### src/rtl/seg_scan_ctrl_if.sv
// Signal bundle between the datapath (master) and the 7-segment scan controller (slave).
// load is a one-cycle capture strobe with no back-pressure: the controller takes num_flat/dp_in on every cycle it is high.
interface seg_scan_ctrl_if #(
  parameter int DIGITS = 4
);
  logic                  en;
  logic                  load;
  logic [4*DIGITS-1:0]   num_flat;
  logic [DIGITS-1:0]     dp_in;
  logic                  blank_lz;
  logic [6:0]            seg;
  logic                  dp;
  logic [DIGITS-1:0]     dig_sel;

  modport master (
    output en, load, num_flat, dp_in, blank_lz,
    input  seg, dp, dig_sel
  );

  modport slave (
    input  en, load, num_flat, dp_in, blank_lz,
    output seg, dp, dig_sel
  );
endinterface

### src/rtl/seg_scan_ctrl.sv
// Time-multiplexed N-digit 7-segment driver: shadow capture, prescaled digit scan,
// decimal/hex decode with leading-zero blanking and per-pin polarity control.
module seg_scan_ctrl #(
  parameter int DIGITS         = 4,
  parameter int DIV            = 50000,
  parameter bit HEX_EN         = 1'b1,
  parameter bit SEG_ACTIVE_LOW = 1'b0,
  parameter bit DIG_ACTIVE_LOW = 1'b1
) (
  input  logic             clk,
  input  logic             rst,
  seg_scan_ctrl_if.slave   bus
);

  localparam int IW = (DIGITS > 1) ? $clog2(DIGITS) : 1;
  localparam int PW = $clog2(DIV);
  localparam logic [PW-1:0] PCNT_LAST = PW'(DIV - 1);
  localparam logic [IW-1:0] IDX_LAST  = IW'(DIGITS - 1);

  logic [PW-1:0]          pcnt;
  logic [IW-1:0]          idx;
  logic                   tick;
  logic [DIGITS-1:0][3:0] shadow_num;
  logic [DIGITS-1:0]      shadow_dp;
  logic [DIGITS-1:0]      zero_run;
  logic [3:0]             cur_val;
  logic                   cur_blank;
  logic [DIGITS-1:0]      sel_next;
  logic [6:0]             seg_q;
  logic                   dp_q;
  logic [DIGITS-1:0]      sel_q;

  function automatic logic [6:0] decode(input logic [3:0] v);
    logic [6:0] s;
    case (v)
      4'd0:    s = 7'b1111110;
      4'd1:    s = 7'b0110000;
      4'd2:    s = 7'b1101101;
      4'd3:    s = 7'b1111001;
      4'd4:    s = 7'b0110011;
      4'd5:    s = 7'b1011011;
      4'd6:    s = 7'b1011111;
      4'd7:    s = 7'b1110000;
      4'd8:    s = 7'b1111111;
      4'd9:    s = 7'b1111011;
      4'd10:   s = HEX_EN ? 7'b1110111 : 7'b0000001;
      4'd11:   s = HEX_EN ? 7'b0011111 : 7'b0000001;
      4'd12:   s = HEX_EN ? 7'b1001110 : 7'b0000001;
      4'd13:   s = HEX_EN ? 7'b0111101 : 7'b0000001;
      4'd14:   s = HEX_EN ? 7'b1001111 : 7'b0000001;
      default: s = HEX_EN ? 7'b1000111 : 7'b0000001;
    endcase
    return s;
  endfunction

  assign tick = (pcnt == PCNT_LAST);

  // Disabling the scan parks it at digit 0 so re-enabling always starts a fresh frame.
  always_ff @(posedge clk) begin
    if (rst || !bus.en) begin
      pcnt <= '0;
      idx  <= '0;
    end else begin
      pcnt <= tick ? '0 : pcnt + 1'b1;
      if (tick) begin
        idx <= (idx == IDX_LAST) ? '0 : idx + 1'b1;
      end
    end
  end

  always_ff @(posedge clk) begin
    if (rst) begin
      shadow_num <= '0;
      shadow_dp  <= '0;
    end else if (bus.load) begin
      shadow_num <= bus.num_flat;
      shadow_dp  <= bus.dp_in;
    end
  end

  // zero_run[i] is set when digit i and every digit above it are zero.
  always_comb begin
    zero_run = '0;
    zero_run[DIGITS-1] = (shadow_num[DIGITS-1] == 4'd0);
    for (int i = DIGITS - 2; i >= 0; i--) begin
      zero_run[i] = (shadow_num[i] == 4'd0) && zero_run[i+1];
    end
  end

  always_comb begin
    cur_val   = shadow_num[idx];
    cur_blank = bus.blank_lz && (idx != '0) && zero_run[idx];
    sel_next  = '0;
    sel_next[idx] = 1'b1;
  end

  // Registered outputs hold active-high values; polarity is applied after the flops.
  always_ff @(posedge clk) begin
    if (rst || !bus.en) begin
      seg_q <= '0;
      dp_q  <= 1'b0;
      sel_q <= '0;
    end else begin
      seg_q <= cur_blank ? 7'b0000000 : decode(cur_val);
      dp_q  <= shadow_dp[idx];
      sel_q <= sel_next;
    end
  end

  assign bus.seg     = seg_q ^ {7{SEG_ACTIVE_LOW}};
  assign bus.dp      = dp_q ^ SEG_ACTIVE_LOW;
  assign bus.dig_sel = sel_q ^ {DIGITS{DIG_ACTIVE_LOW}};

endmodule

### src/flat_wrapper.sv
// flat-port wrapper written by rule: the top's interface ports become plain ports
module seg_scan_ctrl_flat 
#(
  parameter int DIGITS         = 4,
  parameter int DIV            = 50000,
  parameter bit HEX_EN         = 1'b1,
  parameter bit SEG_ACTIVE_LOW = 1'b0,
  parameter bit DIG_ACTIVE_LOW = 1'b1
)
  (clk, rst, bus_en, bus_load, bus_num_flat, bus_dp_in, bus_blank_lz, bus_seg, bus_dp, bus_dig_sel);
  seg_scan_ctrl_if #(.DIGITS(DIGITS)) bus_i ();
  input  logic clk;
  input  logic rst;
  input wire logic [$bits(bus_i.en)-1:0] bus_en;
  input wire logic [$bits(bus_i.load)-1:0] bus_load;
  input wire logic [$bits(bus_i.num_flat)-1:0] bus_num_flat;
  input wire logic [$bits(bus_i.dp_in)-1:0] bus_dp_in;
  input wire logic [$bits(bus_i.blank_lz)-1:0] bus_blank_lz;
  output wire logic [$bits(bus_i.seg)-1:0] bus_seg;
  output wire logic [$bits(bus_i.dp)-1:0] bus_dp;
  output wire logic [$bits(bus_i.dig_sel)-1:0] bus_dig_sel;
  assign bus_i.en = bus_en;
  assign bus_i.load = bus_load;
  assign bus_i.num_flat = bus_num_flat;
  assign bus_i.dp_in = bus_dp_in;
  assign bus_i.blank_lz = bus_blank_lz;
  assign bus_seg = bus_i.seg;
  assign bus_dp = bus_i.dp;
  assign bus_dig_sel = bus_i.dig_sel;
  seg_scan_ctrl #(.DIGITS(DIGITS), .DIV(DIV), .HEX_EN(HEX_EN), .SEG_ACTIVE_LOW(SEG_ACTIVE_LOW), .DIG_ACTIVE_LOW(DIG_ACTIVE_LOW)) u_core (.clk(clk), .rst(rst), .bus(bus_i));
endmodule
### config.mk
export PLATFORM = sky130hd
export DESIGN_NAME = seg_scan_ctrl_flat
export DESIGN_NICKNAME = d
export VERILOG_FILES = /design/src/rtl/seg_scan_ctrl_if.sv /design/src/rtl/seg_scan_ctrl.sv /design/src/flat_wrapper.sv
export SDC_FILE = /design/constraint.sdc
export NUM_CORES = 1
export LEC_CHECK = 0
export ABC_AREA = 1
export CAP_MARGIN = 20
export CORE_MARGIN = 4
export CORE_UTILIZATION = 58
export DETAILED_ROUTE_END_ITERATION = 12
export PLACE_DENSITY_LB_ADDON = 0.25
export SLEW_MARGIN = 30
export SYNTH_ARGS = -nofsm -noshare
export SYNTH_HDL_FRONTEND = slang
export SYNTH_SLANG_ARGS = --single-unit
### constraint.sdc
create_clock -name clk -period 3.4 [get_ports clk]
set_clock_uncertainty 0.05 [all_clocks]
set_input_delay 0.68 -clock clk [delete_from_list [all_inputs] [get_ports clk]]
set_output_delay 0.68 -clock clk [all_outputs]
set_load 0.01 [all_outputs]
==> flow_summary.json, run 1 <==
{
  "drt_drc_violations_left": 0,
  "grt_overflow": 0,
  "synth_most_common_cell": "nand2_1",
  "htree_levels": 2,
  "grt_usage": 0.210,
  "wl_um": 5150,
  "area_growth_pct": 19.1,
  "ant_nets": 0,
  "fp.dieArea_um2": 5430,
  "ys_types": 34,
  "antenna_found_initial": 0,
  "critPathLaunch": "u_core.idx[0]",
  "synth_area_leaders": "dfxtp_1, nand2_1, nor2_1, ha_1, inv_1",
  "reg2reg_slack_ns": 1.18,
  "avgSynthCellArea_um2": 7.15,
  "chipWidth_um": 73.7,
  "ys.flop_type": "dfxtp_1",
  "post-route-period-util": 0.654,
  "yosys.area.top_type": "dfxtp_1",
  "worstReg2RegStart": "u_core.idx[0]",
  "grt_max_degree": 29,
  "cts_hold_buf": 0,
  "arrival_ns": 2.41,
  "dp_hpwl_um": 3860,
  "synth_nets": 387,
  "rsz0062_at_grt": "no",
  "synthCells": 350,
  "hp-class": "flop to flop",
  "power_leakage_nw": 1.14,
  "final.setup.tns_ns": 0,
  "via_per_inst": 5.25,
  "core_um2": 4090,
  "grt_pass1_vias": 2152,
  "slew_headroom": 0.582,
  "cp.required_ns": 3.59,
  "clkLatencyLatePin_ns": 0.30,
  "fmax_mhz": 450,
  "power_density_nw_per_um2": 386,
  "root_buffer": "clkbuf_8",
  "drive_above_1_share": 0.0803,
  "post_cts_buffers": 0,
  "path_clk_slew_ns": 0.09,
  "fin_crit_ns": 2.22,
  "crit_path_end": "u_core.bus.seg[1]",
  "multi_input_area_um2": 1280,
  "ios": 37,
  "cts_tree": "built",
  "ys_seq_area_frac": 0.400,
  "wl_per_cell_um": 11.8,
  "cts-buffers-inserted": 5,
  "cts_buffer_depth": 2,
  "cts_sinks": 50,
  "vias": 2288,
  "portBuffers": 36,
  "cap_viol_max_count": 0,
  "grt_pass1_wl_um": 9040,
  "globalplace.congestion": 0.867,
  "synth-edff-count": 0,
  "synth_area_um2": 2500,
  "crit_type": "flop to flop",
  "yosys_warnings": 0,
  "critPathMaxFanout": 19,
  "core.rowCount": 23,
  "start_util": 0.613,
  "diodes": 0,
  "irDropWorstVdd_mv": 0.318,
  "layout.nets": 422,
  "ctsResizeCount": 0,
  "r2r_cells": 11,
  "hold_viol": 0,
  "finalPower_w": 0.00115,
  "cp-start-kind": "flop",
  "report.final.slew_viol_count": 0,
  "crit_path_end_kind": "flop",
  "die_h_um": 73.7,
  "layout.area.seq_um2": 1000,
  "drt_iter0_drc": 116,
  "worstReg2RegEnd": "u_core.bus.seg[1]",
  "fill_cells": 326,
  "drt-pass1-iter-count": 4,
  "finalSetupViolCount": 0,
  "tightest_slew_ns": 0.626,
  "synth_common_cells": "nand2_1, dfxtp_1, nor2_1, inv_1",
  "async_flop_share": 0,
  "ys_ff_latch": 50,
  "synth_top_area_share": 0.400,
  "status": "complete, no violations"
}
## metrics by stage
stage / cell area [um^2] / setup slack (ns) / util / std cells / hold WS, ns
floorplan: 2500 / 1.58 / - / 350 / 0.380
global placement: 2870 / 1.30 / 0.703 / 428 / 0.400
detailed placement: 2870 / 1.22 / 0.703 / 428 / 0.404
CTS: 2980 / 1.18 / 0.730 / 436 / 0.426
global route: 2980 / 0.895 / 0.730 / 436 / 0.447
finish: 2980 / 1.18 / 0.730 / 436 / 0.422
## sequential cells by signal (all words and copies together), names as in the netlist
register and flops:
u_core.bus.dp 1, u_core.shadow_dp 4, u_core.bus.seg 7, u_core.shadow_num 16, u_core.idx 2, u_core.sel_q 4, u_core.pcnt 16
## power breakdown
part | internal, W | switching [W]
clock | 0.000206 | 0.000193
combinational | 0.0000651 | 0.0000685
sequential | 0.000607 | 0.0000119
total | 0.000878 | 0.000274
## logic make-up (layout without fill, tap and decap cells)
| logic type | count (synthesis) | after routing | share of synthesized area |
|---|---|---|---|
| DFF | 50 | 50 | 0.400 |
| buffers and inverters | 52 | 88 | 0.0905 |
| AOI/OAI and AO/OA | 47 | 47 | 0.109 |
| and+or+nand+nor | 186 | 186 | 0.330 |
| xor gates and xnor gates | 3 | 3 | 0.0105 |
| adders and majority gates | 12 | 12 | 0.0600 |
## worst max-delay path: stages (launching register included)
cell,delay (ns)
dfxtp_1,0.73
inv_2,0.24
nand2_1,0.12
nand3_1,0.06
nand2_1,0.18
inv_1,0.11
ha_1,0.20
inv_1,0.06
nand3_1,0.12
nand2_1,0.11
nand2_1,0.05
a21oi_1,0.11
## layout make-up
cell class / instances / area share
inverters: 42 / 0.0529
repair buffers: 38 / 0.126
multi-input cells: 248 / 0.428
flip-flops and latches: 50 / 0.336
well taps: 50 / 0.0210
clock buffers: 8 / 0.0369
## per-layer routing
metal | global-route usage | vias up | wire, um
li1 | - | 1184 | -
met1 | 0.248 | 1034 | 2260
met2 | 0.369 | 64 | 2520
met3 | 0.0479 | 6 | 301
met4 | 0.0744 | 0 | 65
met5 | 0 | - | 0
## worst min-delay path by stage
stage / slack (ns) / to / cells past startpoint / from
6_report: 0.42 / u_core.pcnt[0] / 1 / u_core.pcnt[0]
5_1_grt: 0.45 / u_core.pcnt[13] / 2 / u_core.pcnt[13]
4_1_cts: 0.43 / u_core.pcnt[0] / 1 / u_core.pcnt[0]
3_5_place_dp: 0.40 / u_core.pcnt[0] / 1 / u_core.pcnt[0]
3_3_place_gp: 0.40 / u_core.pcnt[0] / 1 / u_core.pcnt[0]
2_1_floorplan: 0.38 / u_core.pcnt[0] / 1 / u_core.pcnt[0]
## layout by cell type (no fill, tap or decap), types with 3 or more instances in the layout
cell type        count
a211oi_1             8
nor2_1              48
dfxtp_1             50
nand2_1             87
nor3_1               5
inv_1               38
a21oi_1             25
nand3_1             25
nand4_1              3
clkdlybuf4s50_1     36
nand2_2              4
inv_2                4
ha_1                12
o21ai_0              8
a21oi_2              4
clkbuf_8             8
Note: power is estimated with default switching activity, not from simulation.
==> inputs of run 2 (changes only) <==
- CORE_UTILIZATION: 58 -> 49
- clock period: 3.4 -> 2 ns (I/O delays scaled with it)
==> flow_summary.json, run 2 (same netlist as run 1, synthesis figures left out) <==
{
  "status": "complete, no violations",
  "drt_iter0_drc": 141,
  "portBuffers": 36,
  "drt-pass1-iter-count": 4,
  "crit_type": "flop to flop",
  "core.rowCount": 25,
  "rsz0062_at_grt": "no",
  "r2r_cells": 11,
  "via_per_inst": 4.86,
  "path_clk_slew_ns": 0.09,
  "chipWidth_um": 79.5,
  "vias": 2224,
  "grt_pass1_wl_um": 8760,
  "antenna_found_initial": 0,
  "min_path_cells": 1,
  "cts_buffer_depth": 2,
  "grt_overflow": 0,
  "critPathMaxFanout": 14,
  "hp-class": "flop to flop",
  "p_int_w": 0.00151,
  "dp_hpwl_um": 3780,
  "power_leakage_nw": 1.17,
  "pwr-share-seq": 0.533,
  "globalplace.congestion": 0.869,
  "finalSetupViolCount": 0,
  "fin_hold_ws_ns": 0.415,
  "ant_nets": 0,
  "irDropWorstVdd_mv": 0.378,
  "die_h_um": 79.5,
  "drt_drc_violations_left": 0,
  "reg2reg_slack_ns": 0.24,
  "multi_input_area_um2": 1280,
  "fp.dieArea_um2": 6320,
  "cp-start-kind": "flop",
  "cap_viol_max_count": 0,
  "cts_sinks": 50,
  "ios": 37,
  "grt_pass1_vias": 2050,
  "stdcell_count": 458,
  "most-common-layout-cells": "nand2_1, dfxtp_1, nor2_1, inv_1, clkdlybuf4s50_1",
  "report.final.slew_viol_count": 0,
  "crit_chain": "inv_2 -> nand2_1 -> nand3_1 -> nand2_1 -> inv_1 -> ha_1 -> inv_1 -> nand3_1 -> o21ai_1 -> nor2_1 -> nor2_1",
  "start_util": 0.516,
  "root_buffer": "clkbuf_8",
  "htree_levels": 2,
  "layout.nets": 427,
  "fill_cells": 459,
  "post-route-period-util": 0.880,
  "fin_crit_ns": 1.76,
  "power_density_nw_per_um2": 647,
  "cp_slowest_stage_delay_ns": 0.36,
  "core_um2": 4850,
  "dp.cells": 450,
  "comb_power_share": 0.115,
  "cts_tree": "built",
  "diodes": 0,
  "cp.required_ns": 2.15,
  "final.setup.tns_ns": 0,
  "drive_above_1_share": 0.0972,
  "area_growth_pct": 21.8,
  "wl_per_cell_um": 10.7,
  "clkLatencyLatePin_ns": 0.30,
  "p_switching_w": 0.000460,
  "arrival_ns": 1.91,
  "hold_viol": 0,
  "slowest_stage": "dfxtp_2",
  "pwr-share-clk": 0.352,
  "swShare": 0.233,
  "crit_path_end_kind": "flop",
  "wl_um": 4920,
  "cts_hold_buf": 0,
  "layout.area.seq_um2": 1000,
  "fmax_mhz": 568,
  "slew_headroom": 0.712,
  "final_common_cell": "nand2_1",
  "grt_max_degree": 29,
  "cts-buffers-inserted": 5,
  "tightest_slew_ns": 0.432,
  "grt_usage": 0.172,
  "finalPower_w": 0.00197
}
## run 2: changes by cell type in the layout (fill, tap and decap cells not counted)
cell       before  now
buf_4           2    7
clkbuf_8        8    5
clkinv_2        0    2
a32oi_1         1    0
a32oi_2         0    1
bufinv_16       0    1
dfxtp_1        50   49
dfxtp_2         0    1
## run 2: through the flow
stage / setup slack [ns] / util / instance area [um^2]
after global placement: 0.269 / 0.605 / 2930
after global routing: 0.0234 / 0.629 / 3050
after CTS: 0.153 / 0.627 / 3040
after detailed placement: 0.172 / 0.605 / 2930
after floorplan: 0.184 / - / 2500
final: 0.240 / 0.629 / 3050
## run 2: layout make-up
type,count,share of cell area
Clock inverter,3,0.0131
Multi-Input combinational cell,248,0.421
Timing Repair Buffer,43,0.135
Clock buffer,5,0.0226
Sequential cell,50,0.329
Tap cell,67,0.0275
Inverter,42,0.0517
## run 2: worst max-delay path: cells and delay by family, from the launching register on
| kind | cells | cell delay [ns] |
|---|---|---|
| buf+inv | 3 | 0.39 |
| flops | 1 | 0.36 |
| simple gates | 6 | 0.60 |
| compound gates | 1 | 0.08 |
| fa+ha+maj | 1 | 0.18 |
## run 2: path summary, 6_finish.rpt
kind                             to            from
setup / recovery  u_core.bus.seg[0]   u_core.idx[0]
hold / removal       u_core.pcnt[0]  u_core.pcnt[0]
setup reg to reg  u_core.bus.seg[0]   u_core.idx[0]
hold reg to reg      u_core.pcnt[0]  u_core.pcnt[0]
## run 2: power by group through the flow
stage / Sequential [W] / Clock, W / Combinational, W
6_report: 0.00105 / 0.000695 / 0.000227
5_1_grt: 0.00106 / 0.000761 / 0.000258
4_1_cts: 0.00105 / 0.000720 / 0.000228
3_5_place_dp: 0.00108 / 0 / 0.000227
3_3_place_gp: 0.00107 / 0 / 0.000224
2_1_floorplan: 0.00108 / 0 / 0.000125
## run 2: metal layers
layer	part of all wire	track usage	up-vias	routed length [um]
li1	-	-	1190	-
met1	0.47	0.210	984	2320
met2	0.48	0.295	46	2360
met3	0.042	0.0418	4	206
met4	0.0075	0.0550	0	37
met5	0	0	-	0
## run 2: what timing repair did
item                                    in CTS  in global routing
setup buffers                                0                  0
endpoints found under the setup margin       0                  4
resized for setup                            0                  2
